[src/rtl/alu_sequencer.sv]
// alu_sequencer: three-phase (IDLE -> EXEC -> DONE) sequencer that feeds an external ALU
// from a 4 x 8-bit register file, writes the ALU result back and maintains condition flags.
//
// Ports
//   clk, rst_n                      clock, asynchronous active-low reset
//   instr_valid / instr_ready       instruction handshake; ready only while idle
//   instr[7:0]                      {opcode[2:0], rd[1:0], rs[1:0], use_c}
//   reg_wr_en/addr/data             external register preload, honoured only while idle
//   dbg_addr / dbg_data             combinational register file read
//   alu_a, alu_b, alu_carry_in,
//   alu_opcode / alu_out            external ALU operands, opcode and result
//   done                            one-cycle completion pulse
//   result                          last captured alu_out
//   flags                           {GT, EQ, Z, C}
module alu_sequencer (
  input  logic       clk,
  input  logic       rst_n,
  input  logic       instr_valid,
  output logic       instr_ready,
  input  logic [7:0] instr,
  input  logic       reg_wr_en,
  input  logic [1:0] reg_wr_addr,
  input  logic [7:0] reg_wr_data,
  input  logic [1:0] dbg_addr,
  output logic [7:0] dbg_data,
  output logic [7:0] alu_a,
  output logic [7:0] alu_b,
  output logic       alu_carry_in,
  output logic [2:0] alu_opcode,
  input  logic [7:0] alu_out,
  output logic       done,
  output logic [7:0] result,
  output logic [3:0] flags
);

  typedef enum logic [1:0] {StIdle, StExec, StDone} state_e;

  localparam logic [2:0] OpAdd = 3'b000;
  localparam logic [2:0] OpShr = 3'b001;
  localparam logic [2:0] OpShl = 3'b010;
  localparam logic [2:0] OpCmp = 3'b111;

  state_e      state_q;
  logic [7:0]  instr_q;
  logic [7:0]  regs_q [4];
  logic [7:0]  result_q;
  logic        c_q, z_q, eq_q, gt_q;
  logic        done_q;
  logic        ready_q;

  logic [2:0]  op;
  logic [1:0]  rd;
  logic [1:0]  rs;
  logic        use_c;
  logic        exec;
  logic        add_carry;
  logic        carry_nxt;

  assign op    = instr_q[7:5];
  assign rd    = instr_q[4:3];
  assign rs    = instr_q[2:1];
  assign use_c = instr_q[0];
  assign exec  = (state_q == StExec);

  // Operands are only presented while executing so the ALU sees zeros otherwise.
  assign alu_a        = exec ? regs_q[rd] : 8'h00;
  assign alu_b        = exec ? regs_q[rs] : 8'h00;
  assign alu_carry_in = exec & use_c & c_q;
  assign alu_opcode   = op;

  // Carry out of the 9-bit sum, computed here rather than trusted from the ALU.
  assign add_carry = (({1'b0, alu_a} + {1'b0, alu_b} + {8'h00, alu_carry_in}) > 9'd255);

  always_comb begin
    carry_nxt = 1'b0;
    case (op)
      OpAdd:   carry_nxt = add_carry;
      OpShr:   carry_nxt = alu_b[0];
      OpShl:   carry_nxt = alu_b[7];
      default: carry_nxt = 1'b0;
    endcase
  end

  always_ff @(posedge clk or negedge rst_n) begin
    if (!rst_n) begin
      state_q  <= StIdle;
      instr_q  <= 8'h00;
      result_q <= 8'h00;
      c_q      <= 1'b0;
      z_q      <= 1'b0;
      eq_q     <= 1'b0;
      gt_q     <= 1'b0;
      done_q   <= 1'b0;
      ready_q  <= 1'b1;
      for (int i = 0; i < 4; i++) begin
        regs_q[i] <= 8'h00;
      end
    end else begin
      case (state_q)
        StIdle: begin
          // A preload on the accepting edge lands before EXEC reads the file.
          if (reg_wr_en) begin
            regs_q[reg_wr_addr] <= reg_wr_data;
          end
          if (instr_valid) begin
            instr_q <= instr;
            state_q <= StExec;
            ready_q <= 1'b0;
          end
        end
        StExec: begin
          result_q <= alu_out;
          if (op == OpCmp) begin
            eq_q <= (alu_a == alu_b);
            gt_q <= (alu_a > alu_b);
          end else begin
            regs_q[rd] <= alu_out;
            c_q        <= carry_nxt;
            z_q        <= (alu_out == 8'h00);
          end
          done_q  <= 1'b1;
          state_q <= StDone;
        end
        StDone: begin
          done_q  <= 1'b0;
          ready_q <= 1'b1;
          state_q <= StIdle;
        end
        default: begin
          done_q  <= 1'b0;
          ready_q <= 1'b1;
          state_q <= StIdle;
        end
      endcase
    end
  end

  assign instr_ready = ready_q;
  assign done        = done_q;
  assign result      = result_q;
  assign flags       = {gt_q, eq_q, z_q, c_q};
  assign dbg_data    = regs_q[dbg_addr];

endmodule

[config.mk]
export PLATFORM = sky130hd
export DESIGN_NAME = alu_sequencer
export DESIGN_NICKNAME = d
export VERILOG_FILES = /design/src/rtl/alu_sequencer.sv
export SDC_FILE = /design/constraint.sdc
export NUM_CORES = 1
export LEC_CHECK = 0
export CORE_MARGIN = 8
export CORE_UTILIZATION = 30
export DETAILED_ROUTE_END_ITERATION = 10
export GPL_TIMING_DRIVEN = 0
export SETUP_SLACK_MARGIN = 0.3
export SYNTH_ARGS = -nofsm -noshare
export SYNTH_HDL_FRONTEND = slang
export SYNTH_SLANG_ARGS = --single-unit
[constraint.sdc]
create_clock -name clk -period 2.5 [get_ports clk]
set_clock_uncertainty 0.15 [all_clocks]
set_input_delay 0.25 -clock clk [delete_from_list [all_inputs] [get_ports clk]]
set_output_delay 0.25 -clock clk [all_outputs]
set_load 0.02 [all_outputs]
==> key figures <==
Final layout
  • Layout area overhead: 40.8%
  • Final Util: 43.0%
  • Filler instances: about 1100
  • Fin cells: 576
  • Layout cells sized above 1: 33.8%
  • N_diodes: 0
  • Cell area after layout: 0.00514 mm²
  • Fin nets: 476

Clock network
  • Clock buffer count from CTS: 5
  • Clock buffer depth: 2
  • Clock sinks: 56
  • Clock-pin slew on the worst setup and hold paths: ~80 ps
  • Latest clock arrival within the worst-skew pair: 300 ps
  • Clk Tree Root Cell: clkbuf_16
  • CTS tree: done
  • H-tree depth: 2

Pwr
  • Max IR drop VDD: 0.434 mV
  • Cell Pwr Density: 994 mW/mm²
  • P_leak: roughly 2.2 nW

Yosys
  • Synth area leader: dfrtp_1
  • Seq cells post-synth: 56
  • Share of the yosys chip area belonging to registers: 38.4%
  • Gate Count Post-Synth: 333
  • Post-synth top area share: around 38%
  • Syn Nets: ~380
  • Unique masters post-synth: 45
  • Synth Warn #: 0
  • Top cells by area, synth: dfrtp_1 (38%), mux4_2 (9.9%), o2bb2ai_1 (7.7%)
  • Synth Cell Area: 0.00365 mm²
  • Number of synthesized flops with an enable pin: 0
  • Avg Cell Area, Syn: 11.0 µm²
  • Post-synth ARST share: 100%
  • Ys flop type: dfrtp_1

Setup path
  • Worst path slowest cell: mux4_2
  • Bufs and invs on worst path: 1
  • R2r setup slk: -170 ps
  • Critical Path, Cell by Cell: mux4_2, and2_4, fa_2, inv_2, fa_1, o21bai_1, a221oi_2, o21ai_1, a32o_1
  • Worst EP arrival: roughly 2700 ps
  • Critical path class: flip-flop to flip-flop
  • Crit path launch type: flip-flop
  • Cell family with most CP delay: compound AO/OA/AOI/OAI gates
  • Critical R2R Launch: instr_q[1]
  • Max FO, Critical Path: 3
  • Setup crit end kind: flip-flop
  • CP Depth: 9
  • R2R depth: 9
  • FF-to-FF End: c_q
  • Req. time, crit path: about 2500 ps
  • Crit-path max cell delay: approximately 560 ps

Timing
  • Worst slew margin: 49.7%
  • Fin. max-slew vios: 0
  • Worst-Margin Slew: between 700 and 800 ps
  • Crit path time final: 2670 ps
  • Hold Vio Cnt, Final: 0
  • Worst hold slack: 330 ps
  • Max Freq: 375 MHz
  • Period Utilization, post-route: 107%
  • Final setup violation count: 2
  • Fin worst setup slack: -168 ps
  • Unrepaired setup endpoints after global routing: true

GRT
  • Total GRT Usage: 16.2%
  • Largest net degree at the start of global routing: 34
  • Initial antenna violation count: 0
  • GRT Residual Overflow: 0
  • Vias in the first global route: 3500
  • First-pass GRT wire length: 20.1 mm

Route
  • Final ANT Viol Nets: 0
  • Via count: 3300
  • Total wire length: 12.8 mm
  • Via-to-Cell Ratio: 5.73
  • Initial drt markers: 344
  • # DRC: 0
  • First-pass DRT Iterations: 6
  • WL/cell: 22.3 µm

Worst hold path
  • Hold Crit Start: result[2]
  • Hold Path Stages: 2
  • Worst Hold End: result[2]
  • Hold crit path type: flip-flop to flip-flop

Placement
  • Placed inst area: 0.00468 mm²
  • DP HPWL: 9.02 mm
  • Placed cells: about 550
  • Place WS: -615 ps
  • Port Buffer Count: between 70 and 80
  • Routability Congestion: between 0.8 and 0.9

Floorplanning
  • Die width: between 100 and 150 µm
  • Core ar.: 0.0120 mm²
  • Die ar.: roughly 0.016 mm²
  • Initial core utilization: just over 30%
  • Die span in y: 126 µm
  • Core Rows: 40
  • I/O pin total: 74

Outcome
  • Outcome: finished, violations left
  • Failing checks: setup timing

Job
  • Max cap viols: 0
## cell usage after synthesis, types with 2 or more instances
library cell  number
nor2_1            19
or3_1              2
nor4_1             2
mux2_2            16
buf_1              2
nand2b_1           9
a22oi_1           32
a221oi_1           2
o2bb2ai_1         32
o21ai_0           14
clkbuf_2           2
a21oi_1            2
fa_1               2
and2_1             7
and3_1             4
o21ai_2            3
nor3b_2            2
clkbuf_1           5
buf_4              8
nand3_1            3
dfrtp_1           55
mux4_2            16
ha_1              14
buf_6              2
mux2i_1            8
nand2_1           39
buf_2              8
nor3b_4            2
inv_1              5
## layout make-up
| class | count | area, µm² | area share (%) |
|---|---|---|---|
| multi-input cells | 244 | 2300 | 44.7 |
| clock buffers | 5 | 125 | 2.43 |
| well taps | 147 | 184 | 3.57 |
| plain buffers | 27 | 269 | 5.23 |
| flip-flops and latches | 56 | 1410 | 27.4 |
| inverters | 6 | 27.5 | 0.535 |
| clock inverters | 3 | 22.5 | 0.438 |
| repair buffers | 88 | 810 | 15.7 |
## stage by stage
stage | power, mW | setup TNS [ps]
2_1_floorplan | 3.12 | -65.8
5_1_grt | 5.39 | -416
3_3_place_gp | 4.02 | -47680
6_report | 5.11 | -232
3_5_place_dp | 4.07 | -1410
4_1_cts | 5.07 | -255
## layout by cell type, fill, tap and decap left out, drive strengths merged, types with 7 or more instances in the layout
master / netlist / final
mux2: 16 / 16
clkbuf: 7 / 17
inv: 6 / 7
a22oi: 32 / 32
buf: 20 / 47
and2: 7 / 7
clkdlybuf4s50: 0 / 48
mux4: 16 / 16
mux2i: 8 / 8
nand2b: 9 / 9
o2bb2ai: 32 / 32
nor2: 19 / 19
dfrtp: 55 / 55
ha: 14 / 14
nand2: 39 / 39
o21ai: 18 / 18
## cell families after synthesis
logic type,count (synthesis),synth area share (%)
buffers and inverters,33,5.03
multiplexers,40,17.0
flip-flops,56,38.4
AND/OR/NAND/NOR,95,13.7
adder cells (fa/ha/maj),16,5.89
AO/OA/AOI/OAI,93,20.0
## where the power goes
group / switching (mW) / leakage, nW / internal [mW] / total [mW]
registers: 0.335 / 0.687 / 1.25 / 1.59
clock network: 0.354 / 0.0742 / 0.377 / 0.730
logic: 1.36 / 1.41 / 1.44 / 2.80
## state kept, by name (all words and copies together) (netlist names)
| signal | flops |
|---|---|
| gt_q | 1 |
| z_q | 1 |
| c_q | 1 |
| done | 1 |
| result | 8 |
| eq_q | 1 |
| regs_q | 32 |
| state_q | 2 |
| instr_q | 8 |
| instr_ready | 1 |
## per-layer routing
layer	vias up	share of wire [%]	track usage, %
met1	1626	41	20.3
met5	-	0	0
met2	176	47	25.7
met3	40	8.6	4.52
li1	1458	-	-
met4	0	3.4	6.86
## tightest hold or removal path: cells and delay by family, from the launching register on
family	cells	cell delay [ps]
flops	1	350
simple gates	2	100
## worst max path at each step
stage                     startpoint         to  slack (ps)
after global placement         rst_n  result[1]        -850
after floorplan           state_q[1]        c_q         -60
final                     instr_q[1]        c_q        -170
after detailed placement  instr_q[4]        c_q        -610
after global routing      state_q[0]        c_q        -260
after CTS                 instr_q[1]        c_q        -200
## what timing repair did
action / 4_1_cts / 5_1_grt
pin swaps: 5 / 8
endpoints found under the setup margin: 29 / 32
hold endpoints to repair: 23 / 0
setup buffers: 9 / 6
resized for setup: 101 / 25
hold buffers: 1 / 0
Power figures use the tool's default switching activity.
